===== config.mk =====
export PLATFORM = sky130hd
export DESIGN_NAME = mul_final_add
export DESIGN_NICKNAME = d
export VERILOG_FILES = /design/src/rtl/mul_final_add.sv
export SDC_FILE = /design/constraint.sdc
export NUM_CORES = 1
export LEC_CHECK = 0
export BUFFER_PORTS_ARGS = -buffer_cell sky130_fd_sc_hd__buf_2
export CORE_MARGIN = 3
export CORE_UTILIZATION = 40
export DETAILED_ROUTE_END_ITERATION = 10
export GPL_TIMING_DRIVEN = 1
export SYNTH_ARGS = -nofsm -noshare
export SYNTH_HDL_FRONTEND = slang
export SYNTH_SLANG_ARGS = --single-unit

===== constraint.sdc =====
create_clock -name mul_clk -period 11.8 [get_ports mul_clk]
set_input_delay 1.77 -clock mul_clk [delete_from_list [all_inputs] [get_ports mul_clk]]
set_output_delay 1.77 -clock mul_clk [all_outputs]
set_load 0.005 [all_outputs]

===== src/rtl/mul_final_add.sv =====
// Final carry-propagate adder of the multiplier: folds the compressor S/C rows
// into a 64-bit product and buffers results in a 3-entry in-order queue.
module mul_final_add (
    input  logic        mul_clk,
    input  logic        reset,
    input  logic        issue_valid,
    input  logic        issue_hi,
    output logic        issue_ready,
    input  logic        flush,
    input  logic [63:0] wal_s,
    input  logic [63:0] wal_c,
    input  logic        wal_cin0,
    output logic        res_valid,
    input  logic        res_ready,
    output logic [31:0] res_data,
    output logic [63:0] res_full
);

    localparam int unsigned DEPTH = 3;

    function automatic logic [1:0] f_inc(input logic [1:0] p);
        return (p == 2'd2) ? 2'd0 : p + 2'd1;
    endfunction

    logic        r_a_v;
    logic        r_a_hi;
    logic [63:0] r_q_sum [DEPTH];
    logic        r_q_hi  [DEPTH];
    logic [1:0]  r_wptr;
    logic [1:0]  r_rptr;
    logic [1:0]  r_cnt;
    logic [31:0] r_res_data;
    logic [63:0] r_res_full;

    logic [63:0] w_sum;
    logic [2:0]  w_occ;
    logic        w_accept;
    logic        w_push;
    logic        w_pop;
    logic [1:0]  w_wptr_n;
    logic [1:0]  w_rptr_n;
    logic [1:0]  w_cnt_n;
    logic [63:0] w_head_sum;
    logic        w_head_hi;

    always_comb begin
        w_sum       = wal_s + {wal_c[62:0], wal_cin0};
        w_occ       = {1'b0, r_cnt} + {2'b00, r_a_v};
        issue_ready = (w_occ <= 3'd2) && !flush && !reset;
        w_accept    = issue_valid && issue_ready;
        w_push      = r_a_v;
        w_pop       = res_valid && res_ready;
        w_wptr_n    = w_push ? f_inc(r_wptr) : r_wptr;
        w_rptr_n    = w_pop ? f_inc(r_rptr) : r_rptr;
        w_cnt_n     = r_cnt + {1'b0, w_push} - {1'b0, w_pop};
        // the next head may be the entry being written on this very edge
        if (w_push && (w_rptr_n == r_wptr)) begin
            w_head_sum = w_sum;
            w_head_hi  = r_a_hi;
        end else begin
            w_head_sum = r_q_sum[w_rptr_n];
            w_head_hi  = r_q_hi[w_rptr_n];
        end
    end

    always_ff @(posedge mul_clk) begin
        if (reset) begin
            r_a_v      <= 1'b0;
            r_a_hi     <= 1'b0;
            r_wptr     <= 2'd0;
            r_rptr     <= 2'd0;
            r_cnt      <= 2'd0;
            r_res_data <= 32'd0;
            r_res_full <= 64'd0;
        end else if (flush) begin
            r_a_v  <= 1'b0;
            r_wptr <= 2'd0;
            r_rptr <= 2'd0;
            r_cnt  <= 2'd0;
        end else begin
            r_a_v <= w_accept;
            if (w_accept) begin
                r_a_hi <= issue_hi;
            end
            if (w_push) begin
                r_q_sum[r_wptr] <= w_sum;
                r_q_hi[r_wptr]  <= r_a_hi;
            end
            r_wptr <= w_wptr_n;
            r_rptr <= w_rptr_n;
            r_cnt  <= w_cnt_n;
            if (w_cnt_n != 2'd0) begin
                r_res_full <= w_head_sum;
                r_res_data <= w_head_hi ? w_head_sum[63:32] : w_head_sum[31:0];
            end
        end
    end

    assign res_valid = (r_cnt != 2'd0);
    assign res_data  = r_res_data;
    assign res_full  = r_res_full;

endmodule


==> metrics.csv, run 1 <==
metric,value,unit
Final Hold Vio Count,0,
Psw,748.7,uW
Mapped Cells,1587,
hold_sp,res_full[38],
Via Count,13160,
# fillers,3723,
Die Area,42440,um2
RSZ-0062 raised after global routing,no,
CP max FO,6,
sequential element share of the synthesized area,49.60,%
mean routed wirelength per cell,20.80,um
first-pass GRT wire length,70760,um
Post-CTS Hold Buffers,0,
Worst path most repeated cell,a211oi_1,
Crit. End Element,flip-flop,
antenna violation net count after detailed routing,0,
Post-synth EDFFs,195,
clk slew on worst S/H paths,0.06,ns
fin util,47.38,%
Worst-Margin Slew,1.098,ns
setup_tns,0,ns
max_cap viols,0,
DP Wirelength,34790,um
Final Setup Violations,0,
Arrival @ worst endpoint,5.67,ns
CTS resizes,0,
Net Sw Frac,28.19,%
nature of the critical path startpoint,input port,
drt drc,0,
Pre-antenna DRT Iters,8,
Initial Util,40.93,%
Critical R2R Launch,r_cnt[1],
clk buf depth,3,
Synth Net Count,1791,
Post-CTS Setup Bufs,0,
register bit count reported by yosys,299,
clock skew,0.01541,ns
Routed Wire Length,47910,um
worst setup path startpoint,wal_s[16],
Ys Warns,0,
area grow syn2layout,15.76,%
die span in y,206.0,um
share of synthesized flip-flops with an asynchronous set or reset,0,%
"Slowest-stage cell, CP",a2111oi_0,
slack of the worst reg-to-reg path,7.55,ns
width of the die,206.0,um
Pleak,0.007562,uW
Max Slew Vio Count,0,
later-pin clock latency in the skew report,0.55,ns
layout cell share with drive strength beyond 1,17.87,%
Max IR drop VDD,0.0001034,V
Final min period,5.215,ns
Rel. slew slack,26.79,%
final layout net count,1965,
Fmax,0.1918,GHz
row cnt,72,
Crit path required time,12.26,ns
CP endpoint,res_data[25],
mean post-synth cell area,10.08,um2
Int Power,1907,uW
outcome,"finished, final reports clean",
n_diodes,0,
RePlAce Congestion,0.8765,
number of H-tree levels,1,
sequence of cells on the critical path,"buf_2, ha_1, nand2_2, o21bai_1, a2111oi_0, o311ai_1, a21oi_1, a31o_2, o21ai_1, xnor2_1, a211oi_1, a211oi_1",
CP max stage delay,0.73,ns
Pwr Density,143.3,nW/um2
Mapped Area,16000,um2
CTS sink cnt,299,
largest net degree at the start of global routing,98,
GR Overflow Total,0,
Min-Delay Path Class,flip-flop to flip-flop,
CTS tree,done,
I/O pin cnt,233,
Clock Tree Root,clkbuf_16,
vias in the first global route,11880,
core region area,39100,um2
period utilization,44.19,%
Starting DRT DRC Count,1043,
IO Port Bufs,231,
initial antenna violation count,1,
sequential power share,45.4,%
RR Endpoint,res_data[8],
dominant synthesized flop cell,edfxtp_1,
GRT Total Usage,21.52,%
Crit Path Class,input port to flip-flop,
Cell variety after synth,79,
part of the power in the clock network,35.1,%
combinational power share,19.5,%
Vias/cell,5.714,
R2R depth,9,
total CTS buffers,30,
==> through the flow <==
step	instance area [um2]	worst slack [ns]	instances	total power, uW	hold slack [ns]
after floorplan	16000	4.099	1587	1546	0.4345
after global placement	17540	6.268	2247	1729	0.4415
after detailed placement	17540	6.236	2247	1738	0.4501
after CTS	18530	6.775	2303	2668	0.4583
after global routing	18530	6.403	2303	2771	0.4646
final	18530	6.585	2303	2655	0.4572
==> worst min-delay path by stage <==
stage	to	slack, ns	depth (start not counted)
6_report	res_full[38]	0.46	2
5_1_grt	res_full[63]	0.46	2
4_1_cts	res_full[38]	0.46	2
3_5_place_dp	res_full[38]	0.45	2
3_3_place_gp	res_full[38]	0.44	2
2_1_floorplan	res_data[27]	0.43	2
==> routing by layer <==
layer / track usage (%) / share of wire [%]
met4: 4.485 / 1.9
met1: 32.65 / 47
met3: 2.441 / 6.8
met5: 0 / 0.019
met2: 33.23 / 44
==> power by group through the flow <==
stage	Sequential, uW	Combinational (uW)	Clock, uW
detailed placement	1230	510	0
floorplan	1220	322	0
CTS	1210	512	950
global placement	1230	502	0
finish	1210	517	933
global route	1210	566	998
==> synthesized netlist by cell type (all sizes together) (5+ instances only) <==
cell,number,share of area (%)
and2,8,0.31
a221oi,5,0.27
or3,7,0.27
o41ai,6,0.54
nand2b,8,0.31
a21oi,141,4.4
nand4,20,0.78
nor4,6,0.23
clkbuf,73,1.7
and3,9,0.35
a211oi,118,5.6
o221ai,5,0.27
o31ai,5,0.27
o21a,11,0.52
buf,30,0.94
xor2,24,1.3
nor3b,5,0.27
a211o,6,0.33
nor3,44,1.4
nor2b,8,0.36
a31oi,9,0.39
xnor2,40,2.2
edfxtp,195,37
mux2i,74,4.6
dfxtp,104,13
a21o,40,1.9
nor2,206,4.8
o21ai,87,2.7
inv,22,0.52
o21bai,12,0.56
nand2,104,2.5
nand3,13,0.44
o211ai,9,0.42
ha,68,5.3
==> worst max-delay path: cells and delay by family <==
kind / cells / cell delay [ns]
simple gates: 1 / 0.13
xor+xnor: 1 / 0.57
compound gates: 8 / 2.69
fa+ha+maj: 1 / 0.41
buf+inv: 1 / 0.10
==> logic make-up after synthesis <==
logic type | Yosys count | share of synthesized area (%)
AO/OA/AOI/OAI | 503 | 20.92
AND/OR/NAND/NOR | 452 | 12.67
flip-flops | 299 | 49.60
buffers and inverters | 125 | 3.167
multiplexers | 75 | 4.699
adder cells (fa/ha/maj) | 69 | 5.442
XOR/XNOR | 64 | 3.503
==> area by class of cell <==
| class | instances | area, um2 | share of cell area, % |
|---|---|---|---|
| sequential | 299 | 7938 | 42.85 |
| multi-input combinational | 1163 | 7615 | 41.10 |
| timing repair buffer | 245 | 1261 | 6.808 |
| clock buffer | 46 | 892.1 | 4.816 |
| tap | 518 | 648.1 | 3.499 |
| clock inverter | 10 | 88.84 | 0.4795 |
| inverter | 22 | 82.58 | 0.4458 |
==> layout by cell type (no fill, tap or decap), types with 15 or more instances in the layout <==
cell       netlist  routed
xnor2_1         40      40
o21ai_1         15      15
xor2_1          24      24
nor3_1          43      42
ha_1            68      68
buf_2           18     231
a21oi_1        141     140
a21o_1          40      40
clkbuf_16        0      31
mux2i_1         74      73
dfxtp_1        104     104
nand2_1        103     103
o21ai_0         71      71
a211oi_1       116     116
inv_1           22      22
edfxtp_1       195     195
nand4_1         20      20
nor2_1         206     204
==> flip-flops by register name (all words and copies together) (netlist names) <==
name / flops
r_a_hi: 1
r_a_v: 1
r_cnt: 2
r_q_hi: 3
r_q_sum: 192
r_rptr: 2
r_wptr: 2
res_data: 32
res_full: 64
(Power assumes the default switching activity.)
==> run 2: changes to the inputs <==
==> constraint.sdc (replaced) <==
create_clock -name mul_clk -period 4.4 [get_ports mul_clk]
set_input_delay 0.66 -clock mul_clk [delete_from_list [all_inputs] [get_ports mul_clk]]
set_output_delay 0.66 -clock mul_clk [all_outputs]
set_load 0.005 [all_outputs]
==> run 2 against run 1 <==
Compared with the run above:
- combinational power grew to 2.8 times the previous value
- first-iteration DRC count grew 2.8%
- die area is the same
- critical path depth up 1
- register-to-register slack lost 6.5 ns
==> metrics.csv, run 2 (same netlist as run 1, synthesis figures left out) <==
metric,value,unit,change
Int Power,5176,uW,was 1907 uW
Post-CTS Setup Bufs,0,,unchanged
DP Wirelength,34900,um,was 34790 um
largest net degree at the start of global routing,127,,was 98
RR Endpoint,res_data[15],,was res_data[8]
I/O pin cnt,233,,unchanged
first-pass GRT wire length,72380,um,was 70760 um
CTS sink cnt,299,,unchanged
hold_sp,issue_hi,,was res_full[38]
row cnt,72,,unchanged
"most common cell after layout, fill and taps aside",buf_2,,unchanged
width of the die,206.0,um,unchanged
Pwr Density,380.3,nW/um2,was 143.3 nW/um2
Max IR drop VDD,0.0002866,V,was 0.0001034 V
"non-filler cells, final",2338,,was 2303
part of the power in the clock network,34.8,%,was 35.1%
sequential power share,45.0,%,was 45.4%
worst hold stages,3,,was 2
max_cap viols,0,,unchanged
nature of the critical path startpoint,input port,,unchanged
met3 Track Usage GR,2.079,%,was 2.441%
Arrival @ worst endpoint,4.22,ns,was 5.67 ns
Biggest register,r_q_sum,,unchanged
slack of the worst reg-to-reg path,1.02,ns,was 7.55 ns
CTS resizes,0,,unchanged
die span in y,206.0,um,unchanged
later-pin clock latency in the skew report,0.55,ns,about the same
combinational power share,20.1,%,was 19.5%
n_diodes,0,,unchanged
Net Sw Frac,27.95,%,was 28.19%
Worst-Margin Slew,1.096,ns,was 1.098 ns
Starting DRT DRC Count,1072,,was 1043
Max Slew Vio Count,0,,unchanged
vias in the first global route,12450,,was 11.88k
area grow syn2layout,18.02,%,was 15.76%
DP Cell Count,2282,,was 2247
clk buf depth,3,,unchanged
Fmax,0.2640,GHz,
final layout net count,2000,,was 1965
CTS tree,done,,unchanged
antenna violation net count after detailed routing,0,,unchanged
clock skew,0.01041,ns,was 0.01541 ns
global route hottest layer,met2,,unchanged
max reg flops,192,,unchanged
Final Hold Vio Count,0,,unchanged
Final min period,3.788,ns,
layout cell share with drive strength beyond 1,19.56,%,was 17.87%
mean routed wirelength per cell,20.61,um,was 20.80 um
Die Area,42440,um2,unchanged
most frequent cells in the layout,"buf_2 (231), nor2_1 (204), edfxtp_1 (195), a21oi_1 (140), a211oi_1 (116)",,unchanged
setup_tns,0,ns,unchanged
GRT Total Usage,21.85,%,was 21.52%
routing usage on met2,34.34,%,was 33.23%
CP max FO,5,,was 6
Pwr Total,7183,uW,was 2655 uW
period utilization,86.09,%,
number of H-tree levels,1,,unchanged
outcome,"finished, final reports clean",,unchanged
Vias/cell,5.640,,was 5.714
Crit Path Class,input port to flip-flop,,unchanged
R2R depth,14,,was 9
clk slew on worst S/H paths,0.06,ns,about the same
met1 Use GR,32.94,%,was 32.65%
Rel. slew slack,26.65,%,was 26.79%
Pleak,0.007755,uW,was 0.007562 uW
Routed Wire Length,48190,um,was 47910 um
hold_ws,0.3571,ns,was 0.4572 ns
Crit. End Element,flip-flop,,unchanged
RSZ-0062 raised after global routing,no,,unchanged
Initial Util,40.93,%,unchanged
Final Setup Violations,0,,unchanged
Via Count,13190,,was 13.16k
Psw,2008,uW,was 748.7 uW
RePlAce Congestion,0.8655,,was 0.8765
total CTS buffers,30,,unchanged
placed cell areas,17910,um2,was 17540 um2
Clock Tree Root,clkbuf_16,,unchanged
Critical R2R Launch,r_cnt[1],,unchanged
Hold Path Sink,r_a_hi,,was res_full[38]
Crit path required time,4.83,ns,was 12.26 ns
IO Port Bufs,231,,unchanged
GR Overflow Total,0,,unchanged
Pre-antenna DRT Iters,5,,was 8
Min-Delay Path Class,input port to flip-flop,,was flip-flop to flip-flop
drt drc,0,,unchanged
"Design Area, Final",18890,um2,was 18530 um2
initial antenna violation count,1,,unchanged
core region area,39100,um2,unchanged
Post-CTS Hold Buffers,0,,unchanged
## run 2: worst max path at each step
stage | endpoint | slack (ns) | startpoint
2_1_floorplan | r_q_hi[1] | 0.08 | reset
3_3_place_gp | res_full[61] | 0.18 | wal_s[1]
3_5_place_dp | res_full[61] | 0.16 | wal_s[1]
4_1_cts | res_full[61] | 0.70 | wal_s[1]
5_1_grt | res_data[15] | 0.40 | wal_s[16]
6_report | res_full[61] | 0.61 | wal_s[1]
## run 2: area by class of cell
type | count | area, um2
Clock inverter | 11 | 80.08
Clock buffer | 45 | 899.6
Timing Repair Buffer | 280 | 1612
Sequential cell | 299 | 7938
Tap cell | 518 | 648.1
Inverter | 22 | 82.58
Fill cell | 3667 | 20210
Multi-Input combinational cell | 1163 | 7627
## run 2: through the flow
step | utilization, % | setup slack [ns]
2_1_floorplan | - | 0.07674
3_3_place_gp | 45.80 | 0.1792
3_5_place_dp | 45.80 | 0.1648
4_1_cts | 48.31 | 0.7012
5_1_grt | 48.31 | 0.4044
6_report | 48.31 | 0.6122
## run 2: routing by layer
metal	up-vias	wire length, um
li1	6381	-
met1	6310	22760
met2	449	21390
met3	47	3185
met4	0	852
met5	-	0
## run 2: power by group through the flow
stage	combinational (uW)	sequential [uW]	clock, uW
floorplan	864	3280	0
global placement	1410	3290	0
detailed placement	1430	3290	0
CTS	1440	3230	2540
global route	1590	3240	2660
finish	1450	3240	2500
## run 2: critical path, cell delays in order
cell	delay (ns)
buf_2	0.12
ha_1	0.30
a211oi_1	0.42
o21ai_1	0.23
and4_1	0.23
o311ai_1	0.61
a21oi_1	0.28
o21ai_1	0.16
nor3b_2	0.39
and4_1	0.26
nor3_2	0.07
buf_4	0.16
a221o_1	0.31
==> run 3: changes to the inputs <==
--- a/config.mk
+++ b/config.mk
@@ -7,9 +7,10 @@
 export LEC_CHECK = 0
 export BUFFER_PORTS_ARGS = -buffer_cell sky130_fd_sc_hd__buf_2
 export CORE_MARGIN = 3
-export CORE_UTILIZATION = 40
+export CORE_UTILIZATION = 47
 export DETAILED_ROUTE_END_ITERATION = 10
 export GPL_TIMING_DRIVEN = 1
+export PLACE_DENSITY = 0.7
 export SYNTH_ARGS = -nofsm -noshare
 export SYNTH_HDL_FRONTEND = slang
 export SYNTH_SLANG_ARGS = --single-unit
==> run 3 against run 2 <==
Compared with the run above:
- clock skew is 0.0023 ns higher
- hold slack better by 0.024 ns
- worst setup slack better by 0.032 ns
- clock power is 2% lower
- total power is 1.4% lower
- register-to-register slack hardly changed
- critical path depth stayed put
- largest cell class unchanged
- cell count is 3.9% lower
==> metrics.csv, run 3 (same netlist as run 1, synthesis figures left out) <==
metric,value,unit,change
slack of the worst reg-to-reg path,1.02,ns,about the same
CTS tree,done,,unchanged
Hold Path Sink,r_a_v,,was r_a_hi
Final Setup Violations,0,,unchanged
RR Endpoint,res_data[25],,was res_data[15]
RePlAce Congestion,0.8842,,was 0.8655
Vias/cell,5.898,,was 5.640
CTS resizes,0,,unchanged
drt drc,0,,unchanged
initial antenna violation count,0,,was 1
Crit path buffers/inverters,2,,unchanged
number of H-tree levels,1,,unchanged
"Design Area, Final",18660,um2,was 18890 um2
total CTS buffers,28,,was 30
Die Area,36300,um2,was 42440 um2
Rel. slew slack,29.52,%,was 26.65%
Worst-Margin Slew,1.057,ns,was 1.096 ns
nature of the critical path startpoint,input port,,unchanged
# fillers,2909,,was 3667
clock skew,0.01271,ns,was 0.01041 ns
hold_ws,0.3808,ns,was 0.3571 ns
RSZ-0062 raised after global routing,no,,unchanged
setup_tns,0,ns,unchanged
global route hottest layer,met2,,unchanged
later-pin clock latency in the skew report,0.55,ns,about the same
period utilization,85.36,%,was 86.09%
layout cell share with drive strength beyond 1,18.78,%,was 19.56%
Pre-antenna DRT Iters,6,,was 5
"most common cell after layout, fill and taps aside",buf_2,,unchanged
clk slew on worst S/H paths,0.06,ns,about the same
Crit path max-delay family,compound AO/OA/AOI/OAI gates,,unchanged
clk buf depth,3,,unchanged
CTS sink cnt,299,,unchanged
Via Count,13250,,was 13.19k
Sequential Area,7938,um2,unchanged
CP max stage delay,0.62,ns,was 0.61 ns
met3 Track Usage GR,3.015,%,was 2.079%
Biggest register,r_q_sum,,unchanged
max_cap viols,0,,unchanged
hold_sp,issue_valid,,was issue_hi
Final min period,3.756,ns,was 3.788 ns
antenna violation net count after detailed routing,0,,unchanged
GRT Total Usage,24.22,%,was 21.85%
area grow syn2layout,16.58,%,was 18.02%
Crit path required time,4.78,ns,was 4.83 ns
"Slowest-stage cell, CP",o311ai_1,,unchanged
row cnt,66,,was 72
width of the die,190.5,um,was 206.0 um
IO Port Bufs,231,,unchanged
die span in y,190.5,um,was 206.0 um
Starting DRT DRC Count,1202,,was 1072
Max Slew Vio Count,0,,unchanged
placed cell areas,17720,um2,was 17910 um2
worst hold stages,2,,was 3
DP Wirelength,32780,um,was 34900 um
max reg flops,192,,unchanged
Final Hold Vio Count,0,,unchanged
n_diodes,0,,unchanged
Pleak,0.007681,uW,was 0.007755 uW
routing usage on met2,37.59,%,was 34.34%
Pwr Density,379.5,nW/um2,was 380.3 nW/um2
most frequent cells in the layout,"buf_2 (231), nor2_1 (204), edfxtp_1 (195), a21oi_1 (140), a211oi_1 (116)",,unchanged
Crit Path Class,input port to flip-flop,,unchanged
core region area,33030,um2,was 39100 um2
final layout net count,1987,,was 2000
CP max FO,5,,unchanged
largest net degree at the start of global routing,111,,was 127
met1 Use GR,36.33,%,was 32.94%
mean routed wirelength per cell,20.34,um,was 20.61 um
R2R depth,14,,unchanged
I/O pin cnt,233,,unchanged
Critical R2R Launch,r_cnt[1],,unchanged
Initial Util,48.45,%,was 40.93%
vias in the first global route,12320,,was 12.45k
Max IR drop VDD,0.0002785,V,was 0.0002866 V
sequence of cells on the critical path,"buf_2, ha_1, a211oi_1, o21ai_1, and4_1, o311ai_1, a21oi_1, o21ai_1, nor3b_2, xnor2_1, buf_4, a21oi_1, a211oi_1",,"was buf_2, ha_1, a211oi_1, o21ai_1, and4_1, o311ai_1, a21oi_1, o21ai_1, nor3b_2, and4_1, nor3_2, buf_4, a221o_1"
Arrival @ worst endpoint,4.13,ns,was 4.22 ns
first-pass GRT wire length,69630,um,was 72380 um
area of the multi-input gates,7627,um2,unchanged
Fmax,0.2662,GHz,was 0.2640 GHz
Crit. End Element,flip-flop,,unchanged
GR Overflow Total,0,,unchanged
Clock Tree Root,clkbuf_16,,unchanged
Post-CTS Setup Bufs,0,,unchanged
Post-CTS Hold Buffers,0,,unchanged
Min-Delay Path Class,input port to flip-flop,,unchanged
Routed Wire Length,45710,um,was 48190 um
outcome,"finished, final reports clean",,unchanged
-- run 3: through the flow --
| stage | power [uW] | utilization (%) | std cells | setup slack (ns) |
|---|---|---|---|---|
| 2_1_floorplan | 4145 | - | 1587 | 0.07674 |
| 3_3_place_gp | 4647 | 53.64 | 2195 | 0.2933 |
| 3_5_place_dp | 4676 | 53.64 | 2195 | 0.2166 |
| 4_1_cts | 7090 | 56.48 | 2247 | 0.7522 |
| 5_1_grt | 7360 | 56.48 | 2247 | 0.3905 |
| 6_report | 7080 | 56.48 | 2247 | 0.6439 |
-- run 3: per-layer routing --
metal	routed length (um)	vias to the layer above	part of all wire [%]
li1	-	6359	-
met1	20490	6264	45
met2	20280	570	44
met3	4039	60	8.8
met4	908	0	2.0
met5	0	-	0
-- run 3: area by class of cell --
cell class	instances	share of cell area (%)
well taps	442	2.964
clock inverters	12	0.5902
multi-input cells	1163	40.88
clock buffers	40	4.446
repair buffers	269	8.128
inverters	22	0.4426
flip-flops and latches	299	42.55
-- run 3: worst max path at each step --
stage / startpoint / depth (start not counted) / slack (ns) / end
floorplan: reset / 5 / 0.08 / r_q_hi[1]
global placement: wal_s[1] / 13 / 0.29 / res_data[9]
detailed placement: wal_s[1] / 13 / 0.22 / res_data[9]
CTS: wal_s[1] / 13 / 0.75 / res_data[9]
global route: wal_s[1] / 13 / 0.39 / res_data[9]
finish: wal_s[1] / 13 / 0.64 / res_data[9]
-- run 3: report_power, final --
group	internal (uW)	switching [uW]
clock	1430	1010
sequential	3180	55.5
combinational	521	891
total	5120	1960
